<file path="config.mk">
export PLATFORM = sky130hd
export DESIGN_NAME = slot_sequencer
export DESIGN_NICKNAME = d
export VERILOG_FILES = /design/src/rtl/slot_sequencer_pkg.sv /design/src/rtl/slot_sequencer_host_wr_buffer.sv /design/src/rtl/slot_sequencer.sv
export SDC_FILE = /design/constraint.sdc
export NUM_CORES = 1
export LEC_CHECK = 0
export CAP_MARGIN = 10
export CELL_PAD_IN_SITES_DETAIL_PLACEMENT = 1
export CELL_PAD_IN_SITES_GLOBAL_PLACEMENT = 1
export CORE_UTILIZATION = 30
export CTS_BUF_LIST = sky130_fd_sc_hd__clkbuf_4
export CTS_CLUSTER_DIAMETER = 150
export DETAILED_ROUTE_END_ITERATION = 7
export PLACE_DENSITY_LB_ADDON = 0.1
export SYNTH_ARGS = -nofsm -noshare
export SYNTH_HDL_FRONTEND = slang
export SYNTH_SLANG_ARGS = --single-unit
</file>
<file path="constraint.sdc">
create_clock -name clk -period 5.85 [get_ports clk]
set_clock_uncertainty 0.1 [all_clocks]
set_input_delay 1.755 -clock clk [delete_from_list [all_inputs] [get_ports clk]]
set_output_delay 1.755 -clock clk [all_outputs]
set_load 0.02 [all_outputs]
</file>
<file path="src/rtl/slot_sequencer_pkg.sv">
// Shared constants and types for the channel slot sequencer and its host write buffer.
package slot_sequencer_pkg;

  localparam int NUM_CH             = 8;
  localparam int CH_W               = 3;
  localparam int SUB_CYCLES_DEFAULT = 16;
  localparam int CH_FIELD_HI        = 7;
  localparam int CH_FIELD_LO        = 5;

  typedef struct packed {
    logic [7:0] addr;
    logic [7:0] data;
  } host_wr_t;

  // Target channel carried in the upper address bits.
  function automatic logic [CH_W-1:0] addr_ch(input logic [7:0] addr);
    return addr[CH_FIELD_HI:CH_FIELD_LO];
  endfunction

endpackage

</file>
<file path="src/rtl/slot_sequencer_host_wr_buffer.sv">
// One-entry host write holding register; issues the held write at the end of a slot
// that does not belong to the write's own target channel.
module host_wr_buffer
  import slot_sequencer_pkg::*;
(
  input  logic            clk,
  input  logic            reset,
  input  logic            run,
  input  logic            slot_end,
  input  logic [CH_W-1:0] ch,
  input  logic            wr_req,
  input  logic [7:0]      wr_addr,
  input  logic [7:0]      wr_data,
  output logic            busy,
  output logic            reg_we,
  output logic [7:0]      reg_addr,
  output logic [7:0]      reg_data
);

  host_wr_t   held_q, held_d;
  logic       busy_q, busy_d;
  logic       reg_we_q, reg_we_d;
  logic [7:0] reg_addr_q, reg_addr_d;
  logic [7:0] reg_data_q, reg_data_d;

  always_comb begin
    held_d     = held_q;
    busy_d     = busy_q;
    reg_we_d   = 1'b0;
    reg_addr_d = reg_addr_q;
    reg_data_d = reg_data_q;
    if (!busy_q) begin
      if (wr_req) begin
        held_d = '{addr: wr_addr, data: wr_data};
        busy_d = 1'b1;
      end
    end else if (run && slot_end && (ch != addr_ch(held_q.addr))) begin
      // Never issue while the target channel's own select is still settling out.
      reg_we_d   = 1'b1;
      reg_addr_d = held_q.addr;
      reg_data_d = held_q.data;
      busy_d     = 1'b0;
    end
  end

  always_ff @(posedge clk) begin
    if (reset) begin
      held_q     <= '0;
      busy_q     <= 1'b0;
      reg_we_q   <= 1'b0;
      reg_addr_q <= '0;
      reg_data_q <= '0;
    end else begin
      held_q     <= held_d;
      busy_q     <= busy_d;
      reg_we_q   <= reg_we_d;
      reg_addr_q <= reg_addr_d;
      reg_data_q <= reg_data_d;
    end
  end

  assign busy     = busy_q;
  assign reg_we   = reg_we_q;
  assign reg_addr = reg_addr_q;
  assign reg_data = reg_data_q;

endmodule

</file>
<file path="src/rtl/slot_sequencer.sv">
// Eight-channel slot/phase sequencer with registered decoder controls and a
// buffered host register-write path.
module slot_sequencer
  import slot_sequencer_pkg::*;
#(
  parameter int SUB_CYCLES = SUB_CYCLES_DEFAULT,
  parameter int PW         = 6
) (
  input  logic            clk,
  input  logic            reset,
  input  logic            run,
  input  logic            wr_req,
  input  logic [7:0]      wr_addr,
  input  logic [7:0]      wr_data,
  output logic [CH_W-1:0] ch,
  output logic            ch_en,
  output logic [PW-1:0]   phase,
  output logic            frame_end,
  output logic            busy,
  output logic            reg_we,
  output logic [7:0]      reg_addr,
  output logic [7:0]      reg_data
);

  localparam logic [PW-1:0]   PHASE_LAST = PW'(SUB_CYCLES - 1);
  localparam logic [CH_W-1:0] CH_LAST    = CH_W'(NUM_CH - 1);

  logic [CH_W-1:0] ch_q, ch_d, ch_adv;
  logic [PW-1:0]   phase_q, phase_d, phase_adv;
  logic            ch_en_q, ch_en_d;
  logic            frame_end_q, frame_end_d;
  logic            slot_end;

  assign slot_end  = (phase_q == PHASE_LAST);
  assign phase_adv = slot_end ? '0 : phase_q + PW'(1);
  assign ch_adv    = slot_end ? ((ch_q == CH_LAST) ? '0 : ch_q + CH_W'(1)) : ch_q;

  // Decoder controls are computed from the next state so they line up with ch/phase.
  always_comb begin
    ch_d        = ch_q;
    phase_d     = phase_q;
    ch_en_d     = 1'b0;
    frame_end_d = 1'b0;
    if (run) begin
      ch_d        = ch_adv;
      phase_d     = phase_adv;
      ch_en_d     = (phase_adv != '0);
      frame_end_d = (ch_adv == CH_LAST) && (phase_adv == PHASE_LAST);
    end
  end

  always_ff @(posedge clk) begin
    if (reset) begin
      ch_q        <= '0;
      phase_q     <= '0;
      ch_en_q     <= 1'b0;
      frame_end_q <= 1'b0;
    end else begin
      ch_q        <= ch_d;
      phase_q     <= phase_d;
      ch_en_q     <= ch_en_d;
      frame_end_q <= frame_end_d;
    end
  end

  assign ch        = ch_q;
  assign phase     = phase_q;
  assign ch_en     = ch_en_q;
  assign frame_end = frame_end_q;

  host_wr_buffer u_host_wr_buffer (
    .clk      (clk),
    .reset    (reset),
    .run      (run),
    .slot_end (slot_end),
    .ch       (ch_q),
    .wr_req   (wr_req),
    .wr_addr  (wr_addr),
    .wr_data  (wr_data),
    .busy     (busy),
    .reg_we   (reg_we),
    .reg_addr (reg_addr),
    .reg_data (reg_data)
  );

endmodule

</file>
==> results of run 1 <==
==> worst max-delay path by stage <==
stage	from	endpoint	slack [ps]	cells after the start
2_1_floorplan	reset	u_host_wr_buffer.reg_addr[0]	2830	6
6_report	phase[5]	phase[5]	2420	1
5_1_grt	wr_req	u_host_wr_buffer.held_q[6]	2300	4
3_3_place_gp	run	u_host_wr_buffer.reg_addr[2]	2130	4
3_5_place_dp	wr_req	u_host_wr_buffer.held_q[6]	2020	4
4_1_cts	phase[4]	phase[4]	2400	1
==> cell usage after synthesis (3+ instances only) <==
cell type | number | area [um2]
nand2_1 | 36 | 135.1
nor2_1 | 8 | 30.03
nand3_1 | 3 | 15.01
a21oi_1 | 19 | 95.09
xnor2_1 | 5 | 43.79
ha_1 | 5 | 62.56
a22o_2 | 7 | 70.07
dfxtp_1 | 45 | 900.9
a22o_1 | 9 | 78.83
mux2i_1 | 3 | 30.03
buf_2 | 3 | 15.01
clkbuf_1 | 7 | 26.28
==> state kept, by name, indices dropped and copies added (netlist names) <==
| register | flops |
|---|---|
| ch | 3 |
| ch_en | 1 |
| frame_end | 1 |
| phase | 6 |
| u_host_wr_buffer.busy | 1 |
| u_host_wr_buffer.held_q | 16 |
| u_host_wr_buffer.reg_addr | 8 |
| u_host_wr_buffer.reg_data | 8 |
| u_host_wr_buffer.reg_we | 1 |
==> tightest hold or removal path, cell delays in order (launching register included) <==
cell,delay (ps)
dfxtp_1,330
nand2_1,50
a21oi_1,50
==> layout make-up <==
type / count / area, um2
Clock inverter: 3 / 41.29
Multi-Input combinational cell: 121 / 778.2
Tap cell: 72 / 90.09
Sequential cell: 45 / 900.9
Timing Repair Buffer: 49 / 488.0
Clock buffer: 5 / 37.54
Inverter: 1 / 3.754
Fill cell: 649 / 3201
==> through the flow <==
stage | std cells | power, W | setup slack, ps
global placement | 288 | 0.0003756 | 2130
finish | 296 | 0.0005589 | 2416
CTS | 296 | 0.0005691 | 2401
floorplan | 179 | 0.0003530 | 2826
global route | 296 | 0.0005906 | 2305
detailed placement | 288 | 0.0003782 | 2020
==> logic make-up (layout without fill, tap and decap cells) <==
| family | count (synthesis) | after routing | share of synthesized area, % |
|---|---|---|---|
| multiplexers | 3 | 3 | 1.727 |
| buffers and inverters | 13 | 58 | 3.453 |
| AO/OA/AOI/OAI | 44 | 44 | 18.49 |
| XOR/XNOR | 7 | 7 | 3.525 |
| AND/OR/NAND/NOR | 62 | 62 | 17.41 |
| adder cells (fa/ha/maj) | 5 | 5 | 3.597 |
| flip-flops | 45 | 45 | 51.80 |
==> per-layer routing <==
| layer | vias to the layer above | global-route usage (%) |
|---|---|---|
| met5 | - | 0 |
| met3 | 7 | 4.419 |
| li1 | 707 | - |
| met2 | 34 | 28.07 |
| met4 | 0 | 5.556 |
| met1 | 699 | 17.06 |
==> power breakdown <==
part | internal [W] | switching (W) | total (W)
logic | 0.0000236 | 0.0000245 | 0.0000481
registers | 0.000315 | 0.00000750 | 0.000322
clock network | 0.0000885 | 0.000100 | 0.000189
total | 0.000427 | 0.000132 | 0.000559
==> impl_metrics.env, run 1 <==
export IMPL_status="complete, no violations"
export IMPL_clk_pin_slew_ps=120
export IMPL_worstHoldPathType="reg2reg"
export IMPL_cts_made_buffers=5
export IMPL_initial_core_util_pct=31.39
export IMPL_num_rows=27
export IMPL_placed_cell_area_um2=2261
export IMPL_hp_start="u_host_wr_buffer.held_q[10]"
export IMPL_synth_distinct_cells=34
export IMPL_final_cell_mix="clkdlybuf4s50_1, dfxtp_1, nand2_1"
export IMPL_crit_buf_inv=1
export IMPL_hold_buffers=0
export IMPL_slowest_delay_ps=680
export IMPL_coreArea_um2=5540
export IMPL_cp_end_kind="primary output"
export IMPL_wl_per_cell_um=15.06
export IMPL_cap_violations=0
export IMPL_min_to="u_host_wr_buffer.held_q[10]"
export IMPL_min_path_cells=2
export IMPL_required_ps=3990
export IMPL_synth_ff_type="dfxtp_1"
export IMPL_syn_inst=179
export IMPL_timing_fmax_mhz=291.2
export IMPL_synth_area_per_cell_um2=9.716
export IMPL_grt_max_degree=28
export IMPL_mostFrequentLayoutCell="clkdlybuf4s50_1"
export IMPL_r2r_start="phase[1]"
export IMPL_dr_wl_met2_mm=2.372
export IMPL_cts_sinks=45
export IMPL_drcViolationCount=0
export IMPL_p_per_area_nw_per_um2=238.9
export IMPL_ios=49
export IMPL_via_count=1447
export IMPL_track_usage_pct=15.48
export IMPL_syn_area_um2=1739
export IMPL_firstDrtPassIters=4
export IMPL_p_leak_nw=0.8424
export IMPL_final_max_slew_viol_count=0
export IMPL_setup_violations_final=0
export IMPL_critPathArrivalTime_ps=1580
export IMPL_top_layer="met4"
export IMPL_met1_length_mm=1.864
export IMPL_fin_crit_sh_pct=58.70
export IMPL_clock_latency_ps=360
export IMPL_timing_hold_ws_ps=369.8
export IMPL_grt_pass1_vias=1478
export IMPL_maxSlewHeadroom_pct=24.06
export IMPL_ant_nets=0
export IMPL_post_cts_resized=0
export IMPL_cts_max_level=2
export IMPL_fin_nets=248
export IMPL_path_class="reg2out"
export IMPL_gp_congestion=0.7428
export IMPL_final_util_pct=42.23
export IMPL_cts_setup_buffers=0
export IMPL_avgViaCountPerCell=4.889
export IMPL_tns_ps=0
export IMPL_tightestPinTransition_ps=1137
export IMPL_crit_slowest_cell="clkdlybuf4s50_1"
export IMPL_crit_fanout=8
export IMPL_antenna_found_initial=0
export IMPL_route_met3_wl_um=168
export IMPL_drive_gt1_share_pct=8.929
export IMPL_synth_edff_count=0
export IMPL_crit_chain="clkdlybuf4s50_1"
export IMPL_drtIter0Drc=45
export IMPL_die_w_um=78.14
export IMPL_period_needed_ps=3434
export IMPL_rrSetupSlack_ps=3490
export IMPL_dieArea_um2=6106
export IMPL_ys_ff_latch=45
export IMPL_yosys_warnings=0
export IMPL_r2r_cells=5
export IMPL_cts_root_buf="clkbuf_4"
export IMPL_final_area_um2=2340
export IMPL_grt_first_pass_wirelength_mm=7.169
export IMPL_path_delay_family="buffers and inverters"
export IMPL_r2r_end="u_host_wr_buffer.reg_addr[1]"
export IMPL_cts_path_max_buffers=2
export IMPL_synth_fp_nets=204
export IMPL_cts_tree="built"
export IMPL_rsz0062_at_grt="false"
export IMPL_drt_wl_total_mm=4.458
export IMPL_start_kind="register"
export IMPL_area_growth_synth_to_final_pct=34.53
export IMPL_hpwl_mm=3.193
export IMPL_numPortBuffers=48
export IMPL_finalHoldViolCount=0
export IMPL_async_flop_share_pct=0
export IMPL_ys_seq_area_share_pct=51.80
export IMPL_overflow=0
export IMPL_peakVddDrop_mv=0.08181
export IMPL_diodes=0
export IMPL_die_height_um=78.14
(Power assumes the default switching activity.)
==> run 2, diff against run 1 <==
==> constraint.sdc (replaced) <==
create_clock -name clk -period 3.2 [get_ports clk]
set_clock_uncertainty 0.1 [all_clocks]
set_input_delay 0.96 -clock clk [delete_from_list [all_inputs] [get_ports clk]]
set_output_delay 0.96 -clock clk [all_outputs]
set_load 0.02 [all_outputs]
==> run 2 against run 1 <==
Effect of this change: global-route usage rose by 0.40 points; critical path depth unchanged; sequential share of layout area decreased by 0.61 points; cell area increased by 1.6%; critical endpoint unchanged; largest cell class unchanged; highest routed layer unchanged.
==> impl_metrics.env, run 2 (same netlist as run 1, synthesis figures left out) <==
export IMPL_hold_buffers=0
export IMPL_cts_path_max_buffers=2
export IMPL_cp_end_kind="primary output"
export IMPL_die_height_um=78.14
export IMPL_wl_per_cell_um=14.62
export IMPL_diodes=0
export IMPL_crit_slowest_cell="clkdlybuf4s50_1"
export IMPL_setup_violations_final=0
export IMPL_track_usage_pct=15.88
export IMPL_timing_fmax_mhz=375.9
export IMPL_clock_latency_ps=360
export IMPL_cts_tree="built"
export IMPL_grt_max_degree=18
export IMPL_mostFrequentLayoutCell="clkdlybuf4s50_1"
export IMPL_dieArea_um2=6106
export IMPL_clk_pin_slew_ps=130
export IMPL_rsz0062_at_grt="false"
export IMPL_peakVddDrop_mv=0.1624
export IMPL_tns_ps=0
export IMPL_p_per_area_nw_per_um2=432.3
export IMPL_final_util_pct=42.91
export IMPL_power_w=0.001028
export IMPL_worstHoldPathType="reg2reg"
export IMPL_drive_gt1_share_pct=10.92
export IMPL_crit_chain="clkdlybuf4s50_1"
export IMPL_area_growth_synth_to_final_pct=36.69
export IMPL_maxSlewHeadroom_pct=57.72
export IMPL_grt_pass1_vias=1482
export IMPL_fin_nets=253
export IMPL_cap_violations=0
export IMPL_path_class="reg2out"
export IMPL_crit_fanout=8
export IMPL_path_delay_family="buffers and inverters"
export IMPL_period_needed_ps=2660
export IMPL_status="complete, no violations"
export IMPL_die_w_um=78.14
export IMPL_initial_core_util_pct=31.39
export IMPL_placed_cells=293
export IMPL_drcViolationCount=0
export IMPL_fill_cells=650
export IMPL_via_count=1446
export IMPL_required_ps=2140
export IMPL_finalHoldViolCount=0
export IMPL_numPortBuffers=48
export IMPL_cts_setup_buffers=0
export IMPL_grt_first_pass_wirelength_mm=7.424
export IMPL_overflow=0
export IMPL_num_rows=27
export IMPL_regMostFlops="u_host_wr_buffer.held_q"
export IMPL_tightestPinTransition_ps=634.2
export IMPL_ant_nets=0
export IMPL_coreArea_um2=5540
export IMPL_critPathArrivalTime_ps=1600
export IMPL_cts_root_buf="clkbuf_4"
export IMPL_final_max_slew_viol_count=0
export IMPL_timing_hold_ws_ps=363.6
export IMPL_start_kind="register"
export IMPL_final_cells=301
export IMPL_final_cell_mix="clkdlybuf4s50_1, dfxtp_1, nand2_1"
export IMPL_p_leak_nw=0.8719
export IMPL_firstDrtPassIters=4
export IMPL_cts_max_level=2
export IMPL_drt_wl_total_mm=4.402
export IMPL_ios=49
export IMPL_cts_sinks=45
export IMPL_avgViaCountPerCell=4.804
export IMPL_antenna_found_initial=0
export IMPL_drtIter0Drc=30
export IMPL_gp_congestion=0.7380
export IMPL_slowest_delay_ps=680
export IMPL_fin_crit_sh_pct=83.13
export IMPL_hpwl_mm=3.284
export IMPL_largest_reg_flops=16
export IMPL_crit_buf_inv=1
export IMPL_cts_made_buffers=5
export IMPL_post_cts_resized=0
## run 2: path summary, 6_finish.rpt
path	from	endpoint	slack, ps	depth (start not counted)
max reg2reg	phase[1]	u_host_wr_buffer.reg_addr[2]	920	5
max	phase[5]	phase[5]	540	1
min	u_host_wr_buffer.held_q[11]	u_host_wr_buffer.held_q[11]	360	2
min reg2reg	u_host_wr_buffer.held_q[11]	u_host_wr_buffer.held_q[11]	360	2
## run 2: through the flow
step                      instance area, um2  setup WS [ps]
final                                   2377          539.7
after global routing                    2377          478.3
after CTS                               2377          529.1
after detailed placement                2298          431.2
after global placement                  2298          495.0
after floorplan                         1739          971.0
## run 2: routing by layer
metal  global-route usage [%]  up-vias  part of all wire, %
met5                        0        -                    0
met4                    6.667        0                  1.9
met1                    17.51      688                   43
met3                    3.372        7                  3.3
met2                    29.21       30                   52
li1                         -      721                    -
## run 2: area by class of cell
| cell class | instances | area (um2) | share of cell area, % |
|---|---|---|---|
| Tap cell | 72 | 90.09 | 3.789 |
| Clock buffer | 6 | 45.04 | 1.895 |
| Clock inverter | 2 | 33.78 | 1.421 |
| Multi-Input combinational cell | 121 | 778.2 | 32.74 |
| Timing Repair Buffer | 54 | 525.5 | 22.11 |
| Inverter | 1 | 3.754 | 0.1579 |
| Sequential cell | 45 | 900.9 | 37.89 |
## run 2: power breakdown
group	switching, W	internal, W	leakage (nW)
Combinational	0.0000455	0.0000470	0.463
Sequential	0.0000131	0.000575	0.366
Clock	0.000176	0.000171	0.0433
Total	0.000234	0.000794	0.872
